**config.mk**
```make
export PLATFORM = sky130hd
export DESIGN_NAME = dmem_arbiter
export DESIGN_NICKNAME = d
export VERILOG_FILES = /design/src/rtl/dmem_arbiter_pkg.sv /design/src/rtl/dmem_arbiter_rr_grant.sv /design/src/rtl/dmem_arbiter.sv
export SDC_FILE = /design/constraint.sdc
export NUM_CORES = 1
export LEC_CHECK = 0
export CORE_MARGIN = 8
export CORE_UTILIZATION = 26
export CTS_CLUSTER_DIAMETER = 120
export DETAILED_ROUTE_END_ITERATION = 12
export PLACE_DENSITY = 0.83
export SLEW_MARGIN = 0
export SYNTH_ARGS = -nofsm -noshare
export SYNTH_HDL_FRONTEND = slang
export SYNTH_SLANG_ARGS = --single-unit
```
**constraint.sdc**
```tcl
create_clock -name CLK -period 2.6 [get_ports CLK]
set_clock_uncertainty 0.2 [all_clocks]
set_input_delay 0.52 -clock CLK [delete_from_list [all_inputs] [get_ports CLK]]
set_output_delay 0.52 -clock CLK [all_outputs]
set_load 0.005 [all_outputs]
```
**src/rtl/dmem_arbiter_pkg.sv**
```systemverilog
// Shared types for the data-memory arbiter: arbitration owner state and
// the read-return owner tag.
package dmem_arbiter_pkg;

   typedef enum logic [1:0] {
      ARB_IDLE = 2'd0,
      ARB_CPU  = 2'd1,
      ARB_EXT  = 2'd2
   } arb_state_t;

   typedef enum logic [1:0] {
      RD_NONE = 2'd0,
      RD_CPU  = 2'd1,
      RD_EXT  = 2'd2
   } rd_owner_t;

endpackage

```
**src/rtl/dmem_arbiter_rr_grant.sv**
```systemverilog
// Combinational round-robin grant with a burst cap: the last owner keeps the
// memory until it has taken MAX_BURST back-to-back grants while the other waits.
module dmem_arbiter_rr_grant
   import dmem_arbiter_pkg::*;
#(
   parameter int MAX_BURST = 4,
   parameter int BCNT_W    = $clog2(MAX_BURST + 1)
) (
   input  logic              cpu_req_i,
   input  logic              ext_req_i,
   input  logic [1:0]        state_i,
   input  logic [BCNT_W-1:0] burst_cnt_i,
   output logic              cpu_gnt_o,
   output logic              ext_gnt_o
);

   logic under_cap;

   always_comb begin
      under_cap = (burst_cnt_i < BCNT_W'(MAX_BURST));
      cpu_gnt_o = 1'b0;
      ext_gnt_o = 1'b0;
      case (arb_state_t'(state_i))
         ARB_CPU: begin
            cpu_gnt_o = cpu_req_i & (~ext_req_i | under_cap);
            ext_gnt_o = ext_req_i & ~cpu_gnt_o;
         end
         ARB_EXT: begin
            ext_gnt_o = ext_req_i & (~cpu_req_i | under_cap);
            cpu_gnt_o = cpu_req_i & ~ext_gnt_o;
         end
         default: begin
            cpu_gnt_o = cpu_req_i;
            ext_gnt_o = ext_req_i & ~cpu_req_i;
         end
      endcase
   end

endmodule

```
**src/rtl/dmem_arbiter.sv**
```systemverilog
// Shares the single-port data memory between the CPU load/store path and an
// external (debug/loader) port; one access per cycle, read data returned next cycle.
module dmem_arbiter
   import dmem_arbiter_pkg::*;
#(
   parameter int ADDR_W    = 16,
   parameter int DATA_W    = 16,
   parameter int MAX_BURST = 4
) (
   input  logic              CLK,
   input  logic              RST,
   input  logic              cpu_req,
   input  logic              cpu_we,
   input  logic [ADDR_W-1:0] cpu_addr,
   input  logic [DATA_W-1:0] cpu_wdata,
   output logic              cpu_gnt,
   output logic              cpu_rvalid,
   output logic [DATA_W-1:0] cpu_rdata,
   output logic              cpu_stall,
   input  logic              ext_req,
   input  logic              ext_we,
   input  logic [ADDR_W-1:0] ext_addr,
   input  logic [DATA_W-1:0] ext_wdata,
   output logic              ext_gnt,
   output logic              ext_rvalid,
   output logic [DATA_W-1:0] ext_rdata,
   output logic [ADDR_W-1:0] mem_addr,
   output logic [DATA_W-1:0] mem_wdata,
   output logic              mem_we,
   input  logic [DATA_W-1:0] mem_rdata
);

   localparam int BCNT_W = $clog2(MAX_BURST + 1);

   arb_state_t        state_q;
   logic [BCNT_W-1:0] burst_cnt_q;
   rd_owner_t         rd_owner_q;
   logic              cpu_win;
   logic              ext_win;

   function automatic logic [BCNT_W-1:0] sat_inc(input logic [BCNT_W-1:0] cnt);
      return (cnt >= BCNT_W'(MAX_BURST)) ? cnt : cnt + BCNT_W'(1);
   endfunction

   dmem_arbiter_rr_grant #(
      .MAX_BURST (MAX_BURST),
      .BCNT_W    (BCNT_W)
   ) u_rr_grant (
      .cpu_req_i   (cpu_req),
      .ext_req_i   (ext_req),
      .state_i     (state_q),
      .burst_cnt_i (burst_cnt_q),
      .cpu_gnt_o   (cpu_win),
      .ext_gnt_o   (ext_win)
   );

   // Grants are combinational, so they are masked directly while reset is held.
   assign cpu_gnt   = cpu_win & ~RST;
   assign ext_gnt   = ext_win & ~RST;
   assign cpu_stall = cpu_req & ~cpu_gnt & ~RST;

   assign mem_addr  = cpu_gnt ? cpu_addr  : (ext_gnt ? ext_addr  : '0);
   assign mem_wdata = cpu_gnt ? cpu_wdata : (ext_gnt ? ext_wdata : '0);
   assign mem_we    = (cpu_gnt & cpu_we) | (ext_gnt & ext_we);

   always_ff @(posedge CLK or posedge RST) begin
      if (RST) begin
         state_q     <= ARB_IDLE;
         burst_cnt_q <= '0;
         rd_owner_q  <= RD_NONE;
      end else begin
         rd_owner_q  <= RD_NONE;
         burst_cnt_q <= '0;
         if (cpu_gnt) begin
            state_q     <= ARB_CPU;
            burst_cnt_q <= (state_q == ARB_CPU) ? sat_inc(burst_cnt_q) : BCNT_W'(1);
            if (!cpu_we) rd_owner_q <= RD_CPU;
         end else if (ext_gnt) begin
            state_q     <= ARB_EXT;
            burst_cnt_q <= (state_q == ARB_EXT) ? sat_inc(burst_cnt_q) : BCNT_W'(1);
            if (!ext_we) rd_owner_q <= RD_EXT;
         end
      end
   end

   assign cpu_rvalid = (rd_owner_q == RD_CPU);
   assign ext_rvalid = (rd_owner_q == RD_EXT);
   assign cpu_rdata  = cpu_rvalid ? mem_rdata : '0;
   assign ext_rdata  = ext_rvalid ? mem_rdata : '0;

endmodule

```
==> impl_metrics.py <==
metrics = {
    "status": {
        "outcome": "finished, violations left",
        "violations": "setup timing",
    },
    "sta": {
        "fmax_ghz": 0.362,
        "finalHoldWorstSlack_ns": 0.185,
        "setup_ws_ns": -0.160,
        "tightestPinTransition_ns": 0.289,
        "post-route-min-period_ns": 2.76,
        "slew_headroom_pct": 80.7,
        "rsz0062_at_grt": "yes",
        "setup-violations-final": 34,
        "finalHoldViolCount": 0,
        "slew_viol_final": 0,
        "layout_worst_path_cycle_share_pct": 106,
    },
    "worst_setup_path": {
        "required_ns": 1.88,
        "critical_path.endpoint_type": "output pin",
        "path_class": "reg -> out",
        "path_delay_family": "buffers and inverters",
        "critPathLaunchType": "flop",
        "arrival_ns": 2.04,
        "crit_chain": "ha_4, nand3b_1, a311oi_4, buf_6, buf_8, clkbuf_16, nand2_2, o21ai_1, buf_2",
        "cp_slowest_cell": "dfrtp_2",
        "path_max_fanout": 5,
        "max_stage_delay_ns": 0.44,
        "path_buf_inv": 4,
    },
    "floorplanning": {
        "die_y_um": 84.1,
        "dieWidth_um": 84.1,
        "fp-row-count": 24,
        "core_um2": 4410,
        "ios": 156,
        "die_area_um2": 7070,
        "start_util_pct": 27.3,
    },
    "grt": {
        "grt_pass1_wl_mm": 11.8,
        "grt_pass1_vias": 2169,
        "grt_overflow_total": 0,
        "grt_usage_pct": 20.3,
        "grt_start_max_net_pins": 24,
        "antenna_found_initial": 0,
    },
    "logic_synthesis": {
        "syn-num-nets": 284,
        "ys.flop_type": "dfrtp_1",
        "synth_edf_count": 0,
        "syn-instance-count": 194,
        "syn_avg_cell_area_um2": 6.21,
        "syn-cell-area_um2": 1200,
        "yosysSeqAreaShare_pct": 14.5,
        "ys_ff_latch": 7,
        "synthArstFlopShare_pct": 100,
        "ys_types": 31,
        "yosys_warnings": 0,
    },
    "cts": {
        "cts.sinks": 7,
        "cts_buffers": 3,
        "clk_path_buf_depth": 2,
        "cts_tree": "yes",
        "cts_root_buf": "clkbuf_8",
        "cts.clk_slew.worst_paths_ns": 0.04,
        "clkLatencyLatePin_ns": 0.23,
        "htreeDepth": 1,
    },
    "pwr": {
        "clkPwrFrac_pct": 7.0,
        "switching_share_pct": 40.7,
        "power.internal_mw": 1.31,
        "switchingPower_mw": 0.900,
        "combPwrFrac_pct": 85.4,
        "power_density_nw_per_um2": 641,
        "leakagePower_nw": 1.52,
        "seqPwrFrac_pct": 7.6,
        "ir_worst_vdd_mv": 0.417,
    },
    "cells_and_area": {
        "area_growth_pct": 187,
        "multiInputGateArea_um2": 1100,
        "fin_cells": 439,
        "antenna_cells": 0,
        "final-seq-area_um2": 176,
        "layout.nets": 478,
        "drive_above_1_share_pct": 35.7,
        "nFillCells": 322,
    },
    "flow_run": {
        "max-cap-violations": 0,
    },
    "worst_hold_path": {
        "hold_class": "in -> async",
    },
    "drt": {
        "ant_nets": 0,
        "routed-via-count": 2199,
        "post_drt_wl_per_cell_um": 18.7,
        "viasPerCell": 5.01,
        "drc_errors": 0,
        "drt_wl_total_mm": 8.23,
        "firstDrtPassIters": 5,
        "drt_iter0_markers": 85,
    },
    "placement": {
        "dpl.hpwl_mm": 5.24,
        "post-place-ws_ns": -0.821,
        "portBuffers": 155,
        "dpl.cell_count": 401,
        "routabilityCongestion": 0.803,
    },
}
cell usage after synthesis, types with 2 or more instances:
master	number	area share [%]
buf_6	4	3.7
dfrtp_1	7	15
nand2_1	35	11
nand2b_1	2	1.0
and2_1	32	17
o21ai_1	16	6.6
o21ai_0	19	7.9
nand3_1	32	13
ha_1	4	4.2
nor2b_1	2	1.0
nor2_1	4	1.2
inv_1	6	1.9
clkbuf_1	13	4.1
kinds of logic after synthesis:
group                    share of synthesized area (%)
AND/OR/NAND/NOR                                   46.7
AO/OA/AOI/OAI                                     21.4
buffers and inverters                             10.7
flip-flops                                        14.5
adder cells (fa/ha/maj)                           4.15
multiplexers                                      1.77
XOR/XNOR                                         0.727
routing by layer:
layer / vias up / part of all wire (%) / GRT usage, %
met2: 97 / 53 / 36.1
met3: 16 / 8.3 / 5.18
met1: 1038 / 36 / 22.6
met5: - / 0 / 0
met4: 0 / 2.5 / 6.91
li1: 1048 / - / -
state kept, by name, summed over array words and instances (netlist names):
| signal | flops |
|---|---|
| state_q | 2 |
| rd_owner_q | 2 |
| burst_cnt_q | 3 |
cells in the final DEF, fill, tap and decap left out, drive strengths merged:
cell           instances
a311oi                 1
mux2i                  1
and2                  32
a31oi                  1
dfrtp                  7
inv                    9
a22oi                  1
xor2                   1
buf                   81
clkdlybuf4s15          1
o21ai                 35
a221oi                 1
ha                     4
nor2                   4
nand2b                 2
nor2b                  2
o211ai                 1
o2111ai                1
dlygate4sd2            2
a22o                   1
a221o                  1
clkinv                 1
nand2                 36
clkbuf                 9
nand3                 32
mux2                   1
clkdlybuf4s50        116
nor3b                  1
a21bo                  1
nand3b                 1
stage by stage:
| stage | instance area, µm² | power [mW] | TNS, ns | utilization, % |
|---|---|---|---|---|
| 2_1_floorplan | 1200 | 0.661 | 0 | - |
| 3_3_place_gp | 2910 | 1.19 | -24.98 | 65.8 |
| 3_5_place_dp | 2910 | 1.22 | -26.54 | 65.8 |
| 4_1_cts | 3230 | 1.88 | -2.63 | 73.1 |
| 5_1_grt | 3450 | 2.34 | -6.41 | 78.3 |
| 6_report | 3450 | 2.21 | -3.50 | 78.3 |
worst paths after layout:
path,start,endpoint,slack [ns],depth (start not counted)
worst min register to register,state_q[0],state_q[0],0.43,2
worst max-delay path,state_q[1],mem_wdata[11],-0.16,9
worst min-delay path,RST,burst_cnt_q[2],0.19,2
worst max register to register,state_q[1],burst_cnt_q[0],0.33,10
max in group asynchronous,RST,state_q[1],1.79,2
min in group CLK,state_q[0],state_q[0],0.43,2
power groups by stage:
stage	Sequential, mW	Clock (mW)	Combinational, mW
global route	0.171	0.165	2.00
finish	0.169	0.154	1.89
global placement	0.153	0	1.04
detailed placement	0.155	0	1.06
CTS	0.159	0.157	1.56
floorplan	0.151	0	0.511
area by class of cell:
class,count,share of cell area (%)
tap,52,1.88
timing repair buffer,205,57.7
timing repair inverter,2,0.724
clock buffer,4,1.30
inverter,8,1.27
multi-input combinational,161,32.0
sequential,7,5.11
repair_timing:
item | in CTS | in global routing
resized for setup | 197 | 42
hold buffers | 0 | 0
gates cloned | 6 | 4
pin swaps | 7 | 12
buffers inserted | 18 | 9
setup endpoints to repair | 36 | 36
Power figures use the tool's default switching activity.
